$ cat config.mk
export PLATFORM = sky130hd
export DESIGN_NAME = mul4_vector_scorer
export DESIGN_NICKNAME = d
export VERILOG_FILES = /design/src/rtl/mul4_vector_scorer.sv
export SDC_FILE = /design/constraint.sdc
export NUM_CORES = 1
export LEC_CHECK = 0
export CAP_MARGIN = 20
export CORE_MARGIN = 1
export CORE_UTILIZATION = 44
export CTS_CLUSTER_SIZE = 16
export DETAILED_ROUTE_END_ITERATION = 12
export GPL_TIMING_DRIVEN = 0
export HOLD_SLACK_MARGIN = 0.06
export PLACE_DENSITY_LB_ADDON = 0.08
export SLEW_MARGIN = 0
export SYNTH_ARGS = -nofsm -noshare
export SYNTH_HDL_FRONTEND = slang
export SYNTH_SLANG_ARGS = --single-unit
$ cat constraint.sdc
create_clock -name clk -period 4.8 [get_ports clk]
set_input_delay 0.72 -clock clk [delete_from_list [all_inputs] [get_ports clk]]
set_output_delay 0.72 -clock clk [all_outputs]
set_load 0.05 [all_outputs]
$ cat src/rtl/mul4_vector_scorer.sv
// Fitness scorer for a bit-sliced 2x2 multiplier candidate: drives the exhaustive 16-lane stimulus,
// captures y3..y0 after SETTLE cycles and returns the count of matching bits. Option: MUL4_SCORE_MASK_EN.
//
// state     | meaning
// ----------+------------------------------------------------------------
// ST_IDLE   | waiting for start, stimulus zero
// ST_SETTLE | stimulus held while the candidate settles (SETTLE cycles)
// ST_CAPTURE| one cycle, y3..y0 registered, accumulator cleared
// ST_SCORE  | four cycles, one golden word compared per cycle
// ST_DONE   | score presented with res_valid until res_ready
module mul4_vector_scorer #(
  parameter int SETTLE = 2
) (
  input  logic        clk,
  input  logic        rst_n,
  input  logic        start,
  output logic        busy,
  output logic [15:0] a1,
  output logic [15:0] a0,
  output logic [15:0] b1,
  output logic [15:0] b0,
  input  logic [15:0] y3,
  input  logic [15:0] y2,
  input  logic [15:0] y1,
  input  logic [15:0] y0,
  output logic        res_valid,
  input  logic        res_ready,
  output logic [6:0]  score
`ifdef MUL4_SCORE_MASK_EN
  ,
  output logic [3:0]  err_mask,
  output logic        perfect
`endif
);

  typedef enum logic [2:0] {
    ST_IDLE,
    ST_SETTLE,
    ST_CAPTURE,
    ST_SCORE,
    ST_DONE
  } state_t;

  // Lane i carries A=i[3:2], B=i[1:0]; golden words are the matching product bits.
  localparam logic [15:0] STIM_A1 = 16'hFF00;
  localparam logic [15:0] STIM_A0 = 16'hF0F0;
  localparam logic [15:0] STIM_B1 = 16'hCCCC;
  localparam logic [15:0] STIM_B0 = 16'hAAAA;
  localparam logic [15:0] GOLD_0  = 16'hA0A0;
  localparam logic [15:0] GOLD_1  = 16'h6AC0;
  localparam logic [15:0] GOLD_2  = 16'h4C00;
  localparam logic [15:0] GOLD_3  = 16'h8000;
  localparam logic [3:0]  SETTLE_LOAD = 4'(SETTLE - 1);

  state_t      state;
  logic [3:0]  settle_cnt;
  logic [1:0]  widx;
  logic [15:0] cap [4];
  logic [6:0]  acc;
  logic [15:0] gold_w;
  logic [15:0] match_w;
  logic [6:0]  acc_next;
  logic [3:0]  mask_q;

  function automatic logic [4:0] popcount16(input logic [15:0] v);
    logic [4:0] c;
    c = '0;
    for (int i = 0; i < 16; i++) c = c + {4'b0, v[i]};
    return c;
  endfunction

  always_comb begin
    gold_w = GOLD_0;
    case (widx)
      2'd0: gold_w = GOLD_0;
      2'd1: gold_w = GOLD_1;
      2'd2: gold_w = GOLD_2;
      2'd3: gold_w = GOLD_3;
      default: gold_w = GOLD_0;
    endcase
    match_w  = ~(cap[widx] ^ gold_w);
    acc_next = acc + {2'b0, popcount16(match_w)};
  end

  always_ff @(posedge clk or negedge rst_n) begin
    if (!rst_n) begin
      state      <= ST_IDLE;
      settle_cnt <= '0;
      widx       <= '0;
      for (int k = 0; k < 4; k++) cap[k] <= '0;
      acc        <= '0;
      mask_q     <= '0;
      busy       <= 1'b0;
      res_valid  <= 1'b0;
      score      <= '0;
      a1         <= '0;
      a0         <= '0;
      b1         <= '0;
      b0         <= '0;
`ifdef MUL4_SCORE_MASK_EN
      perfect    <= 1'b0;
`endif
    end else begin
      case (state)
        ST_IDLE: begin
          if (start) begin
            state      <= ST_SETTLE;
            settle_cnt <= SETTLE_LOAD;
            busy       <= 1'b1;
            a1         <= STIM_A1;
            a0         <= STIM_A0;
            b1         <= STIM_B1;
            b0         <= STIM_B0;
          end
        end
        ST_SETTLE: begin
          if (settle_cnt == 4'd0) state <= ST_CAPTURE;
          else settle_cnt <= settle_cnt - 4'd1;
        end
        ST_CAPTURE: begin
          cap[0] <= y0;
          cap[1] <= y1;
          cap[2] <= y2;
          cap[3] <= y3;
          acc    <= '0;
          mask_q <= '0;
          widx   <= '0;
          a1     <= '0;
          a0     <= '0;
          b1     <= '0;
          b0     <= '0;
          state  <= ST_SCORE;
        end
        ST_SCORE: begin
          acc          <= acc_next;
          widx         <= widx + 2'd1;
          mask_q[widx] <= (match_w != 16'hFFFF);
          if (widx == 2'd3) begin
            state     <= ST_DONE;
            res_valid <= 1'b1;
            score     <= acc_next;
`ifdef MUL4_SCORE_MASK_EN
            perfect   <= (acc_next == 7'd64);
`endif
          end
        end
        ST_DONE: begin
          if (res_ready) begin
            state     <= ST_IDLE;
            res_valid <= 1'b0;
            busy      <= 1'b0;
`ifdef MUL4_SCORE_MASK_EN
            perfect   <= 1'b0;
`endif
          end
        end
        default: begin
          state <= ST_IDLE;
          busy  <= 1'b0;
        end
      endcase
    end
  end

`ifdef MUL4_SCORE_MASK_EN
  assign err_mask = mask_q;
`endif

endmodule

==> results.sh, run 1 <==
export IMPL_outcome="complete, but fails checks"
export IMPL_violations="setup timing"
export IMPL_start_util_pct=46.0
export IMPL_crit_path_max_incr_delay_ns=0.54
export IMPL_path_clk_slew_ns=0.06
export IMPL_finalWirelength_mm=10.6
export IMPL_wl_per_cell_um=14.9
export IMPL_grt_max_degree=60
export IMPL_dieArea_mm2=0.0120
export IMPL_grtUsageTotal_pct=19.1
export IMPL_worstMarginPinSlew_ns=0.891
export IMPL_core_mm2=0.0110
export IMPL_grt_ovfl_total=0
export IMPL_yosysSeqAreaShare_pct=44.4
export IMPL_fin_nets=662
export IMPL_fillers=882
export IMPL_drc=0
export IMPL_synth_distinct_cells=43
export IMPL_port_buffers=108
export IMPL_critPathBufInv=6
export IMPL_tns_ns=-0.203
export IMPL_grt_pass1_wl_mm=17.0
export IMPL_clock_sinks=90
export IMPL_final_cell_mix="clkdlybuf4s50_1 (107), dfrtp_1 (90), buf_4 (74)"
export IMPL_crit_slowest_cell="mux4_2"
export IMPL_pin_count=141
export IMPL_vias=3364
export IMPL_grt_pass1_vias=3321
export IMPL_cts_made_buffers=9
export IMPL_dieWidth_um=109
export IMPL_die_h_um=109
export IMPL_root_buffer="clkbuf_16"
export IMPL_drive_above_1_share_pct=35.2
export IMPL_cp_max_fo=7
export IMPL_ctsLongestPathBuffers=2
export IMPL_netlist_area_mm2=0.00507
export IMPL_min_path_type="in -> async"
export IMPL_drt_vias_per_instance=4.71
export IMPL_synth_warnings=0
export IMPL_ys_flop_type="dfrtp_1"
export IMPL_area_growth_pct=37.1
export IMPL_r2r_slack_ns=-0.07
export IMPL_first_pass_iters=4
export IMPL_clock_latency_ns=0.34
export IMPL_path_cells="buf_12 > mux4_2 > xor2_2 > fa_1 > inv_2 > fa_1 > inv_1 > fa_2 > inv_2 > fa_2 > inv_2 > fa_2 > inv_2 > fa_2 > a21o_1 > a22oi_2 > or3_1 > o21ai_1"
export IMPL_finalInstanceArea_mm2=0.00695
export IMPL_htree_num_levels=3
export IMPL_hold_worst_slack_ns=0.327
export IMPL_clock_skew_ns=0.0111
export IMPL_start_kind="flop"
export IMPL_synth_edf_count=0
export IMPL_cts_tree="done"
export IMPL_fin_ws_ns=-0.0682
export IMPL_hold_violations=0
export IMPL_crit_family="adder cells"
export IMPL_place_gp_congestion=0.787
export IMPL_critPathKind="reg -> reg"
export IMPL_synth_seq_cells=90
export IMPL_rsz0062_at_grt="true"
export IMPL_antenna_found_initial=0
export IMPL_layout_min_cycle_time_ns=4.87
export IMPL_end_kind="flop"
export IMPL_cts_hold_repair_buffers=0
export IMPL_rows=38
export IMPL_fin_crit_sh_pct=101
export IMPL_drt_iter0_drc=113
export IMPL_maxCapViolCount=0
export IMPL_max_freq_mhz=205
export IMPL_place_area_mm2=0.00649
export IMPL_avgSynthCellArea_um2=12.4
export IMPL_drv_slew=0
export IMPL_antenna_cells=0
export IMPL_drtAntennaViolNets=0
export IMPL_finish_utilization_pct=63.0
export IMPL_arrival_ns=5.13
export IMPL_crit_required_ns=5.06
export IMPL_syn_inst=408
export IMPL_hpwlAfterDp_mm=7.87
export IMPL_final_common_cell="clkdlybuf4s50_1"
export IMPL_setup_viol=4
export IMPL_relSlewSlack_pct=39.8
export IMPL_async_flop_share_pct=100
==> through the flow <==
| step | setup WS, ns | cells |
|---|---|---|
| 6_report | -0.0682 | 714 |
| 3_5_place_dp | -0.517 | 688 |
| 2_1_floorplan | 0.00850 | 439 |
| 5_1_grt | -0.231 | 714 |
| 3_3_place_gp | -0.436 | 687 |
| 4_1_cts | -0.0705 | 712 |
==> kinds of logic after synthesis <==
| kind of cell | synth area share, % |
|---|---|
| XOR/XNOR | 2.42 |
| buffers and inverters | 13.6 |
| adder cells (fa/ha/maj) | 7.95 |
| flip-flops | 44.4 |
| other | 0.0740 |
| multiplexers | 21.5 |
| AO/OA/AOI/OAI | 4.76 |
| AND/OR/NAND/NOR | 5.18 |
==> registers in the layout, summed over array words and instances (netlist names) <==
signal	count
res_valid	1
b0	1
state	3
settle_cnt	4
busy	1
cap	64
acc	7
score	7
widx	2
==> synthesized netlist by cell type (all sizes together), types with 2 or more instances <==
| cell | instances | area, um2 |
|---|---|---|
| inv | 28 | 105 |
| o21ai | 16 | 80.1 |
| dfrtp | 90 | 2250 |
| fa | 12 | 240 |
| nand2 | 22 | 82.6 |
| xnor2 | 8 | 70.1 |
| nor2 | 11 | 48.8 |
| mux4 | 16 | 360 |
| mux2 | 65 | 732 |
| clkbuf | 2 | 7.51 |
| o21a | 2 | 15.0 |
| o31ai | 4 | 30.0 |
| nand2b | 2 | 12.5 |
| a21oi | 7 | 38.8 |
| nand3 | 2 | 10.0 |
| or3 | 4 | 25.0 |
| xor2 | 6 | 52.6 |
| a21o | 2 | 15.0 |
| ha | 13 | 163 |
| buf | 77 | 579 |
| nor3 | 3 | 15.0 |
==> per-layer routing <==
layer	up-vias	GRT usage (%)	part of all wire, %
met2	98	33.8	51
met3	7	4.09	5.0
met4	0	3.43	0.56
li1	1617	-	-
met1	1642	24.4	43
met5	-	0	0
==> cell type report <==
class,instances,area [um2],area share (%)
Multi-Input combinational cell,242,2300,33.1
Clock buffer,10,229,3.29
Inverter,28,105,1.51
Tap cell,140,175,2.52
Sequential cell,90,2250,32.4
Buffer,79,633,9.11
Clock inverter,6,73.8,1.06
Timing Repair Buffer,119,1180,17.0
==> final timing paths <==
path,start,cells after the start,endpoint
min,rst_n,1,settle_cnt[3]
min reg2reg,score[0],2,score[0]
max reg2reg,widx[0],18,acc[6]
max,widx[0],18,acc[6]
min in group clk,score[0],2,score[0]
max in group asynchronous,rst_n,2,cap[25]
==> repair_timing <==
action	in CTS	in global routing
endpoints found under the setup margin	12	9
buffers inserted	8	2
gates resized for setup	21	8
pin swaps	13	4
Power of run 1 is left out: the tool's default activity adds up to more than one toggle a clock period on the data nets, which glitch-free logic cannot reach.
==> run 2: changes to the inputs <==
Settings changed: CAP_MARGIN 20 to 40.
==> results.sh, run 2 (synthesis results as in run 1) <==
export IMPL_outcome="complete, but fails checks"
export IMPL_violations="setup timing"
export IMPL_setup_viol=4
export IMPL_fin_ws_ns=-0.0749
export IMPL_first_pass_iters=4
export IMPL_relSlewSlack_pct=39.9
export IMPL_drt_iter0_drc=103
export IMPL_die_h_um=109
export IMPL_htree_num_levels=3
export IMPL_hold_violations=0
export IMPL_fin_nets=663
export IMPL_start_kind="flop"
export IMPL_root_buffer="clkbuf_16"
export IMPL_drt_vias_per_instance=4.71
export IMPL_wl_per_cell_um=14.9
export IMPL_crit_required_ns=5.01
export IMPL_hpwlAfterDp_mm=7.87
export IMPL_grt_ovfl_total=0
export IMPL_pin_count=141
export IMPL_vias=3365
export IMPL_final_cell_mix="clkdlybuf4s50_1 (107), dfrtp_1 (90), buf_4 (74)"
export IMPL_dieWidth_um=109
export IMPL_largest_register_ffs=64
export IMPL_cts_hold_repair_buffers=0
export IMPL_rsz0062_at_grt="true"
export IMPL_grt_max_degree=60
export IMPL_maxCapViolCount=0
export IMPL_fin_crit_sh_pct=102
export IMPL_max_freq_mhz=205
export IMPL_drive_above_1_share_pct=35.3
export IMPL_min_path_type="in -> async"
export IMPL_grt_pass1_vias=3321
export IMPL_rows=38
export IMPL_drv_slew=0
export IMPL_final_common_cell="clkdlybuf4s50_1"
export IMPL_arrival_ns=5.09
export IMPL_clock_skew_ns=0.0113
export IMPL_cts_tree="done"
export IMPL_hold_worst_slack_ns=0.329
export IMPL_critPathKind="reg -> reg"
export IMPL_place_gp_congestion=0.787
export IMPL_cts_made_buffers=9
export IMPL_antenna_found_initial=0
export IMPL_dieArea_mm2=0.0120
export IMPL_ctsLongestPathBuffers=2
export IMPL_fillers=879
export IMPL_layout_min_cycle_time_ns=4.87
export IMPL_area_growth_pct=37.7
export IMPL_path_clk_slew_ns=0.06
export IMPL_core_mm2=0.0110
export IMPL_start_util_pct=46.0
export IMPL_worstMarginPinSlew_ns=0.889
export IMPL_port_buffers=108
export IMPL_drtAntennaViolNets=0
export IMPL_finalWirelength_mm=10.6
export IMPL_clock_latency_ns=0.34
export IMPL_drc=0
export IMPL_cp_max_fo=7
export IMPL_antenna_cells=0
export IMPL_pre_cts_slack_ns=-0.517
export IMPL_grt_pass1_wl_mm=17.0
export IMPL_grtUsageTotal_pct=19.1
export IMPL_finalInstanceArea_mm2=0.00698
export IMPL_largest_register="cap"
export IMPL_clock_sinks=90
export IMPL_end_kind="flop"
export IMPL_place_area_mm2=0.00649
export IMPL_largestRegisters="cap: 64 flops, acc: 7 flops, score: 7 flops"
==> run 2: changes by cell type in the layout (fill, tap and decap cells not counted) <==
| cell | delta |
|---|---|
| buf_16 | +1 |
==> run 2: path summary, 6_finish.rpt <==
path | from | to | slack, ns | cells past startpoint
max | widx[0] | score[4] | -0.07 | 18
min | rst_n | settle_cnt[3] | 0.33 | 1
max reg2reg | widx[0] | score[4] | -0.07 | 18
min reg2reg | score[2] | score[2] | 0.48 | 2
max in group asynchronous | rst_n | cap[25] | 3.84 | 2
min in group clk | score[2] | score[2] | 0.48 | 2
==> run 2: critical path, cell delays in order, from the launching register on <==
cell and delay, ns:
dfrtp_1 0.41, buf_12 0.15, mux4_2 0.54, xor2_2 0.20, fa_1 0.52, inv_2 0.04
fa_1 0.47, inv_1 0.05, fa_2 0.52, inv_2 0.04, fa_2 0.43, inv_2 0.07
fa_2 0.21, inv_2 0.05, fa_2 0.38, a21o_1 0.20, a21oi_2 0.18, xor2_2 0.19
o21ai_1 0.09
==> run 2: what timing repair did <==
| action | 4_1_cts | 5_1_grt |
|---|---|---|
| setup endpoints to repair | 12 | 9 |
| hold endpoints to repair | 0 | 0 |
| pin swaps | 13 | 4 |
| gates resized for setup | 21 | 8 |
| setup buffers | 8 | 2 |
==> run 2: layout make-up <==
class	count	area, um2	share of cell area, %
Multi-Input combinational cell	242	2300	33.0
Sequential cell	90	2250	32.3
Timing Repair Buffer	120	1210	17.3
Buffer	79	633	9.07
Clock buffer	10	229	3.28
Tap cell	140	175	2.51
Inverter	28	105	1.51
Clock inverter	6	73.8	1.06
==> run 2: per-layer routing <==
layer	wire, um	GRT usage [%]	vias up	part of all wire [%]
met5	0	0	-	0
met4	55	3.43	0	0.52
met3	520	4.09	7	4.9
met2	5450	33.8	102	51
met1	4600	24.4	1635	43
li1	-	-	1621	-
==> run 2: per-stage QoR <==
stage | instances | setup TNS (ns) | utilization, %
2_1_floorplan | 439 | 0 | -
3_3_place_gp | 687 | -35.49 | 58.6
3_5_place_dp | 688 | -3.80 | 58.8
4_1_cts | 712 | -0.185 | 62.8
5_1_grt | 715 | -1.26 | 63.3
6_report | 715 | -0.222 | 63.3
Power of run 2 is left out for the same reason.
